[src/rtl/uart_tx_arbiter_if.sv]
// Requester-side and UART-side signals of the shared UART transmitter arbiter.
// The arbiter takes the slave view; producers and the UART together form the master view.
interface uart_tx_arbiter_if #(
    parameter int unsigned NUM_REQ = 4
);
    logic [NUM_REQ-1:0]   req_valid;
    logic [8*NUM_REQ-1:0] req_data;
    logic [NUM_REQ-1:0]   req_last;
    logic [NUM_REQ-1:0]   req_ready;
    logic [NUM_REQ-1:0]   grant;
    logic                 uart_tx_start;
    logic [7:0]           uart_tx_data;
    logic                 uart_tx_busy;
    logic                 active;

    modport master (
        output req_valid,
        output req_data,
        output req_last,
        output uart_tx_busy,
        input  req_ready,
        input  grant,
        input  uart_tx_start,
        input  uart_tx_data,
        input  active
    );

    modport slave (
        input  req_valid,
        input  req_data,
        input  req_last,
        input  uart_tx_busy,
        output req_ready,
        output grant,
        output uart_tx_start,
        output uart_tx_data,
        output active
    );
endinterface

[src/rtl/uart_tx_arbiter.sv]
// Round-robin arbiter sharing one UART transmitter among NUM_REQ byte streams.
// A grant is locked for a whole packet, released on its last byte or after a stall timeout.
module uart_tx_arbiter #(
    parameter int unsigned NUM_REQ       = 4,
    parameter int unsigned STALL_TIMEOUT = 1024
) (
    input logic               clk,
    input logic               rst,
    uart_tx_arbiter_if.slave  bus
);

    localparam int unsigned IdxW = (NUM_REQ > 1) ? $clog2(NUM_REQ) : 1;
    localparam int unsigned CntW = (STALL_TIMEOUT > 1) ? $clog2(STALL_TIMEOUT + 1) : 1;

    localparam logic [1:0] StIdle     = 2'd0;
    localparam logic [1:0] StSend     = 2'd1;
    localparam logic [1:0] StWaitBusy = 2'd2;
    localparam logic [1:0] StWaitDone = 2'd3;

    logic [1:0]         state_q, state_d;
    logic [NUM_REQ-1:0] grant_q, grant_d;
    logic [IdxW-1:0]    rr_ptr_q, rr_ptr_d;
    logic               last_q, last_d;
    logic [CntW-1:0]    stall_cnt_q, stall_cnt_d;
    logic               start_q, start_d;
    logic [7:0]         data_q, data_d;

    logic [NUM_REQ-1:0] pick_oh;
    logic               pick_found;
    logic [IdxW-1:0]    cand;
    logic [IdxW-1:0]    g_idx;
    logic [IdxW-1:0]    g_next;
    logic               sel_valid;
    logic               sel_last;
    logic [7:0]         sel_data;

    // First valid requester at or after rr_ptr, wrapping modulo NUM_REQ.
    always_comb begin
        pick_oh    = '0;
        pick_found = 1'b0;
        cand       = '0;
        for (int unsigned off = 0; off < NUM_REQ; off++) begin
            cand = IdxW'((32'(rr_ptr_q) + off) % NUM_REQ);
            if (!pick_found && bus.req_valid[cand]) begin
                pick_found    = 1'b1;
                pick_oh       = '0;
                pick_oh[cand] = 1'b1;
            end
        end
    end

    always_comb begin
        g_idx     = '0;
        sel_valid = 1'b0;
        sel_last  = 1'b0;
        sel_data  = 8'h00;
        for (int unsigned i = 0; i < NUM_REQ; i++) begin
            if (grant_q[i]) begin
                g_idx     = IdxW'(i);
                sel_valid = bus.req_valid[i];
                sel_last  = bus.req_last[i];
                sel_data  = bus.req_data[8*i +: 8];
            end
        end
        g_next = (g_idx == IdxW'(NUM_REQ - 1)) ? '0 : g_idx + IdxW'(1);
    end

    always_comb begin
        state_d     = state_q;
        grant_d     = grant_q;
        rr_ptr_d    = rr_ptr_q;
        last_d      = last_q;
        stall_cnt_d = stall_cnt_q;
        start_d     = 1'b0;
        data_d      = data_q;

        case (state_q)
            StIdle: begin
                if (pick_found) begin
                    grant_d     = pick_oh;
                    stall_cnt_d = '0;
                    state_d     = StSend;
                end
            end
            StSend: begin
                // A busy UART freezes both acceptance and the stall timer.
                if (!bus.uart_tx_busy) begin
                    if (sel_valid) begin
                        data_d      = sel_data;
                        last_d      = sel_last;
                        start_d     = 1'b1;
                        stall_cnt_d = '0;
                        state_d     = StWaitBusy;
                    end else if (stall_cnt_q == CntW'(STALL_TIMEOUT - 1)) begin
                        grant_d     = '0;
                        rr_ptr_d    = g_next;
                        stall_cnt_d = '0;
                        state_d     = StIdle;
                    end else begin
                        stall_cnt_d = stall_cnt_q + CntW'(1);
                    end
                end
            end
            StWaitBusy: begin
                if (bus.uart_tx_busy) begin
                    state_d = StWaitDone;
                end
            end
            StWaitDone: begin
                if (!bus.uart_tx_busy) begin
                    if (last_q) begin
                        grant_d  = '0;
                        rr_ptr_d = g_next;
                        state_d  = StIdle;
                    end else begin
                        state_d = StSend;
                    end
                end
            end
            default: begin
                grant_d = '0;
                state_d = StIdle;
            end
        endcase
    end

    always_ff @(posedge clk) begin
        if (rst) begin
            state_q     <= StIdle;
            grant_q     <= '0;
            rr_ptr_q    <= '0;
            last_q      <= 1'b0;
            stall_cnt_q <= '0;
            start_q     <= 1'b0;
            data_q      <= 8'h00;
        end else begin
            state_q     <= state_d;
            grant_q     <= grant_d;
            rr_ptr_q    <= rr_ptr_d;
            last_q      <= last_d;
            stall_cnt_q <= stall_cnt_d;
            start_q     <= start_d;
            data_q      <= data_d;
        end
    end

    assign bus.req_ready     = (state_q == StSend && !bus.uart_tx_busy) ? grant_q : '0;
    assign bus.grant         = grant_q;
    assign bus.uart_tx_start = start_q;
    assign bus.uart_tx_data  = data_q;
    assign bus.active        = (state_q != StIdle);

endmodule

[src/flat_wrapper.sv]
// flat-port wrapper written by rule: the top's interface ports become plain ports
module uart_tx_arbiter_flat 
#(
    parameter int unsigned NUM_REQ       = 4,
    parameter int unsigned STALL_TIMEOUT = 1024
)
  (clk, rst, bus_req_valid, bus_req_data, bus_req_last, bus_uart_tx_busy, bus_req_ready, bus_grant, bus_uart_tx_start, bus_uart_tx_data, bus_active);
  uart_tx_arbiter_if #(.NUM_REQ(NUM_REQ)) bus_i ();
  input logic clk;
  input logic rst;
  input wire logic [$bits(bus_i.req_valid)-1:0] bus_req_valid;
  input wire logic [$bits(bus_i.req_data)-1:0] bus_req_data;
  input wire logic [$bits(bus_i.req_last)-1:0] bus_req_last;
  input wire logic [$bits(bus_i.uart_tx_busy)-1:0] bus_uart_tx_busy;
  output wire logic [$bits(bus_i.req_ready)-1:0] bus_req_ready;
  output wire logic [$bits(bus_i.grant)-1:0] bus_grant;
  output wire logic [$bits(bus_i.uart_tx_start)-1:0] bus_uart_tx_start;
  output wire logic [$bits(bus_i.uart_tx_data)-1:0] bus_uart_tx_data;
  output wire logic [$bits(bus_i.active)-1:0] bus_active;
  assign bus_i.req_valid = bus_req_valid;
  assign bus_i.req_data = bus_req_data;
  assign bus_i.req_last = bus_req_last;
  assign bus_i.uart_tx_busy = bus_uart_tx_busy;
  assign bus_req_ready = bus_i.req_ready;
  assign bus_grant = bus_i.grant;
  assign bus_uart_tx_start = bus_i.uart_tx_start;
  assign bus_uart_tx_data = bus_i.uart_tx_data;
  assign bus_active = bus_i.active;
  uart_tx_arbiter #(.NUM_REQ(NUM_REQ), .STALL_TIMEOUT(STALL_TIMEOUT)) u_core (.clk(clk), .rst(rst), .bus(bus_i));
endmodule
[config.mk]
export PLATFORM = sky130hd
export DESIGN_NAME = uart_tx_arbiter_flat
export DESIGN_NICKNAME = d
export VERILOG_FILES = /design/src/rtl/uart_tx_arbiter_if.sv /design/src/rtl/uart_tx_arbiter.sv /design/src/flat_wrapper.sv
export SDC_FILE = /design/constraint.sdc
export NUM_CORES = 1
export LEC_CHECK = 0
export CAP_MARGIN = 30
export CORE_UTILIZATION = 48
export CTS_CLUSTER_DIAMETER = 50
export DETAILED_ROUTE_END_ITERATION = 12
export PLACE_DENSITY = 0.86
export SLEW_MARGIN = 20
export SYNTH_ARGS = -nofsm -noshare
export SYNTH_HDL_FRONTEND = slang
export SYNTH_SLANG_ARGS = --single-unit
[constraint.sdc]
create_clock -name clk -period 3.1 [get_ports clk]
set_input_delay 0.31 -clock clk [delete_from_list [all_inputs] [get_ports clk]]
set_output_delay 0.31 -clock clk [all_outputs]
set_load 0.005 [all_outputs]
# Yosys cells after proc, flatten, opt, wreduce, memory -nomap -nowiden
# Index checks and enable logic that the tools add are counted.
# classes
addsub	5
n_lt_le_gt_ge	8
n_eq_ne	13
n_mux	68
bitwise_logic	2
n_reduce_logical	23
# ops
op	count
11-bit two-way mux	4
4-bit two-way mux	11
8-bit two-way mux	4
2-bit two-way mux	14
1-bit two-way mux	23
11-bit case mux with 2 select lines	1
2-bit by 3-bit < comparator with 1-bit output, second input constant	4
4-bit case mux with 3 select lines	1
11-bit by 1-bit adder with 11-bit output, second input constant	1
11-bit by 10-bit == test with 1-bit output, second input constant	1
1-bit binary-select mux with 2-bit select	4
1-bit demux with 2-bit select	4
2-bit by 1-bit >= comparator with 1-bit output, second input constant	4
1-bit logical AND	8
2-bit != test, second input constant	4
2-bit case mux with 4 select lines	1
7-bit AND reduction	1
2-bit == test, second input constant	3
2-bit by 1-bit != test with 1-bit output, second input constant	3
3-bit AND reduction	2
6-bit AND reduction	1
2-bit nonzero test	3
5-bit AND reduction	1
2-bit by 1-bit adder with 2-bit output, second input constant	2
other kinds (9)	14
# word_totals
reg_bits	29
in_bits	43
output_inout_bits	18
elab_cells	126

# Longest topological paths before layout
# logic_depth
word_depth	14
ltp_mapped	10

# Worst setup path after synthesis
# No wires, ideal clock.
# synth_timing
kind	register -> register
start	register u_core.rr_ptr_q[0]
end	register u_core.grant_q[3] (netlist: u_core.bus.grant[3])
setup_ns	0.122
arrival_ns	2.358
slack_ns	0.620
path_stages_with_launch	8
path_buffers	0
period_less_slack_ns	2.480
cell_sequence	dfxtp_1 inv_1 ha_1 mux2_2 o32ai_2 o21a_4 o41a_1 a221o_1
# synth_via
elab_chain_cells	14
# synth_rtl
item	line	source
start: declaration	uart_tx_arbiter.sv:22	logic [IdxW-1:0] rr_ptr_q, rr_ptr_d;
start signal: assignment	uart_tx_arbiter.sv:139	rr_ptr_q <= rr_ptr_d;
branches (longest 14 deep; another with 2-bit by 3-bit < comparator with 1-bit output)	n/a	
end signal: assignment	uart_tx_arbiter.sv:138	grant_q <= grant_d;
end: declaration	uart_tx_arbiter.sv:21	logic [NUM_REQ-1:0] grant_q, grant_d;
# Several ways; the timed one is not identified. The select of a mux whose other input is x is not followed.
# A chain may end at the register's enable or synchronous reset.

# Worst setup path after layout
# layout_timing
start	register u_core.rr_ptr_q[0]
end	register u_core.grant_q[0] (netlist: u_core.bus.grant[0])
# Same word-level chain as after synthesis.

==> reports/metrics.cfg <==
[clocking]
postCtsHoldBufs=0
worstSkewPairLatency_ns=0.28
clk_pin_slew_ns=0.06
cts_tree=yes
cts_htree_levels=2
cts_max_path_buffers=2
numCtsBuffers=5
cts_setup_buffers=0
cts_resized=0
root_buffer=clkbuf_8
cts_num_sinks=29

[floorplanning]
die_x_um=69.1
num_rows=24
start_util=0.496
die_h_um=69.1
io_pins=61
core_sq_um=4350
die-area_sq_um=4770

[route]
vias=2181
firstDrtPassIters=4
ant_nets=0
drt-total-wl_mm=5.57
drc_errors=0
drtIter0Drc=73
wl_per_cell_um=15.6
via_per_inst=6.11

[yosys]
syn_inst=250
synth_common_cells=29 x dfxtp_1, 23 x nor2_1, 18 x a21oi_1
synth_area_sq_um=2160
synth-main-ff-cell=dfxtp_1
ys_warn_count=0
synth.area.top_cells=dfxtp_1 27%, ha_1 7.5%, nor2b_1 4.3%
yosysTopAreaCellShare=0.269
synth_seq_cells=29
synth_top_cell_by_area=dfxtp_1
synth.most_common_cell=dfxtp_1
synth_edf_count=0
async_reset_ff_frac=0
synth_nets=306
syn_avg_cell_area_sq_um=8.64
synth_cell_types=57
yosysSeqAreaShare=0.269

[grt]
grt_pass1_vias=1960
grt_antenna_before_repair=0
grt_pass1_wl_mm=9.23
overflow=0
grt_max_degree=24
track_usage=0.238

[timing]
setup_slack_ns=0.373
clock.fmax_mhz=367
post-route-period-util=0.880
min_period_ns=2.73
slew_headroom=0.507
setup_viol=0
rsz0062_at_grt=false
finClkSkew_ns=0.00502
worst_pin_slew_ns=0.738
drv_slew=0
hold_violations=0
tns_ns=0

[setup_path]
cpLargestDelayFamily=compound AO/OA/AOI/OAI gates
slowest_stage=dfxtp_1
r2r-start=u_core.rr_ptr_q[0]
cp.depth=7
path_buf_inv=1
cp-start-kind=flip-flop
path_class=flip-flop to flip-flop
path_cells=inv_1 > ha_1 > mux2_2 > o32ai_2 > o21a_4 > o41a_1 > a221o_1
endpoint=u_core.bus.grant[0]
required_ns=3.27
cp-startpoint=u_core.rr_ptr_q[0]
cpPeakStageDelay_ns=0.55
rrSetupSlack_ns=0.37
worstPathArrival_ns=2.89
worst_r2r_endpoint=u_core.bus.grant[0]
cp-end-kind=flip-flop
r2r_cells=7
path_max_fanout=10

[placed_design]
io_buffer_count=60
place_congestion=0.893
place_ws_ns=0.246
hpwl_mm=4.30

[finish]
fillers=374
seq_area_sq_um=581
nNetsFinal=361
areaGrowthSynthToFinish_pct=31.7
num_antenna_cells=0
final_layout_size_suffix_gt1_frac=0.0656
multi_input_area_sq_um=1460

[power]
leakagePower_nw=1.04
max-vdd-ir-drop_v=0.000397
power_density_nw_per_um2=703

[status]
outcome=finished clean

[flow_run]
drv_cap=0

[min_path]
hold_class=flip-flop to flip-flop

## worst min-delay path by stage
stage                     slack (ns)  cells past startpoint              startpoint                     end
after CTS                       0.47                      1  u_core.stall_cnt_q[10]  u_core.stall_cnt_q[10]
after detailed placement        0.46                      1  u_core.stall_cnt_q[10]  u_core.stall_cnt_q[10]
after global routing            0.49                      1  u_core.stall_cnt_q[10]  u_core.stall_cnt_q[10]
after floorplan                 0.44                      1  u_core.stall_cnt_q[10]  u_core.stall_cnt_q[10]
after global placement          0.45                      1  u_core.stall_cnt_q[10]  u_core.stall_cnt_q[10]
final                           0.47                      1  u_core.stall_cnt_q[10]  u_core.stall_cnt_q[10]
## stage by stage
step,cells,total power [mW],util,area [sq um],hold WS (ns)
4_1_cts,357,2.00,0.653,2840,0.470
6_report,357,2.00,0.653,2850,0.465
2_1_floorplan,250,1.39,-,2160,0.441
3_3_place_gp,350,1.67,0.633,2760,0.446
5_1_grt,357,2.15,0.653,2850,0.495
3_5_place_dp,350,1.69,0.633,2760,0.462
## cells in the final DEF (no fill, tap or decap), types with 3 or more instances in the layout
cell type,instances
a211oi_1,9
a21oi_1,18
a221o_1,3
a221oi_1,10
and2_1,6
and3_1,3
buf_4,3
clkbuf_8,6
clkdlybuf4s50_1,60
dfxtp_1,29
ha_1,13
inv_1,9
nand2_1,5
nand2b_1,5
nand3_1,4
nand4_1,3
nor2_1,23
nor2b_1,15
nor3_1,12
nor4_1,4
o211a_1,4
o21ai_0,5
o21ai_1,4
o221ai_1,3
o31ai_1,4
or3_1,4
or4_1,5
## state kept, by name (all words and copies together) (netlist names), named ones only
name and flops:
u_core.bus.grant 4, u_core.stall_cnt_q 11, u_core.last_q 1, u_core.bus.uart_tx_data 8, u_core.bus.uart_tx_start 1, u_core.rr_ptr_q 2
u_core.state_q 1
## layer usage
layer / wire (um) / vias up / track usage
met5: 0 / - / 0
met4: 58 / 0 / 0.0544
met3: 326 / 5 / 0.0658
met2: 2600 / 67 / 0.395
met1: 2590 / 1028 / 0.308
li1: - / 1081 / -
## area by class of cell
type                            instances  area share
Tap cell                               52      0.0229
Inverter                                9      0.0119
Sequential cell                        29       0.204
Clock buffer                            7      0.0303
Timing Repair Buffer                   63       0.219
Multi-Input combinational cell        197       0.512
## power by group
group          switching [mW]  internal (mW)
Combinational           0.619          0.541
Sequential             0.0924          0.440
Clock                   0.131          0.176
Total                   0.843           1.16
## logic make-up after synthesis
kind of cell / count (synthesis) / share of synthesized area
simple gates: 96 / 0.249
flops: 29 / 0.269
fa+ha+maj: 13 / 0.0753
compound gates: 82 / 0.301
mux: 5 / 0.0446
buf+inv: 24 / 0.0579
xor+xnor: 1 / 0.00405
Note: power is estimated with default switching activity, not from simulation.
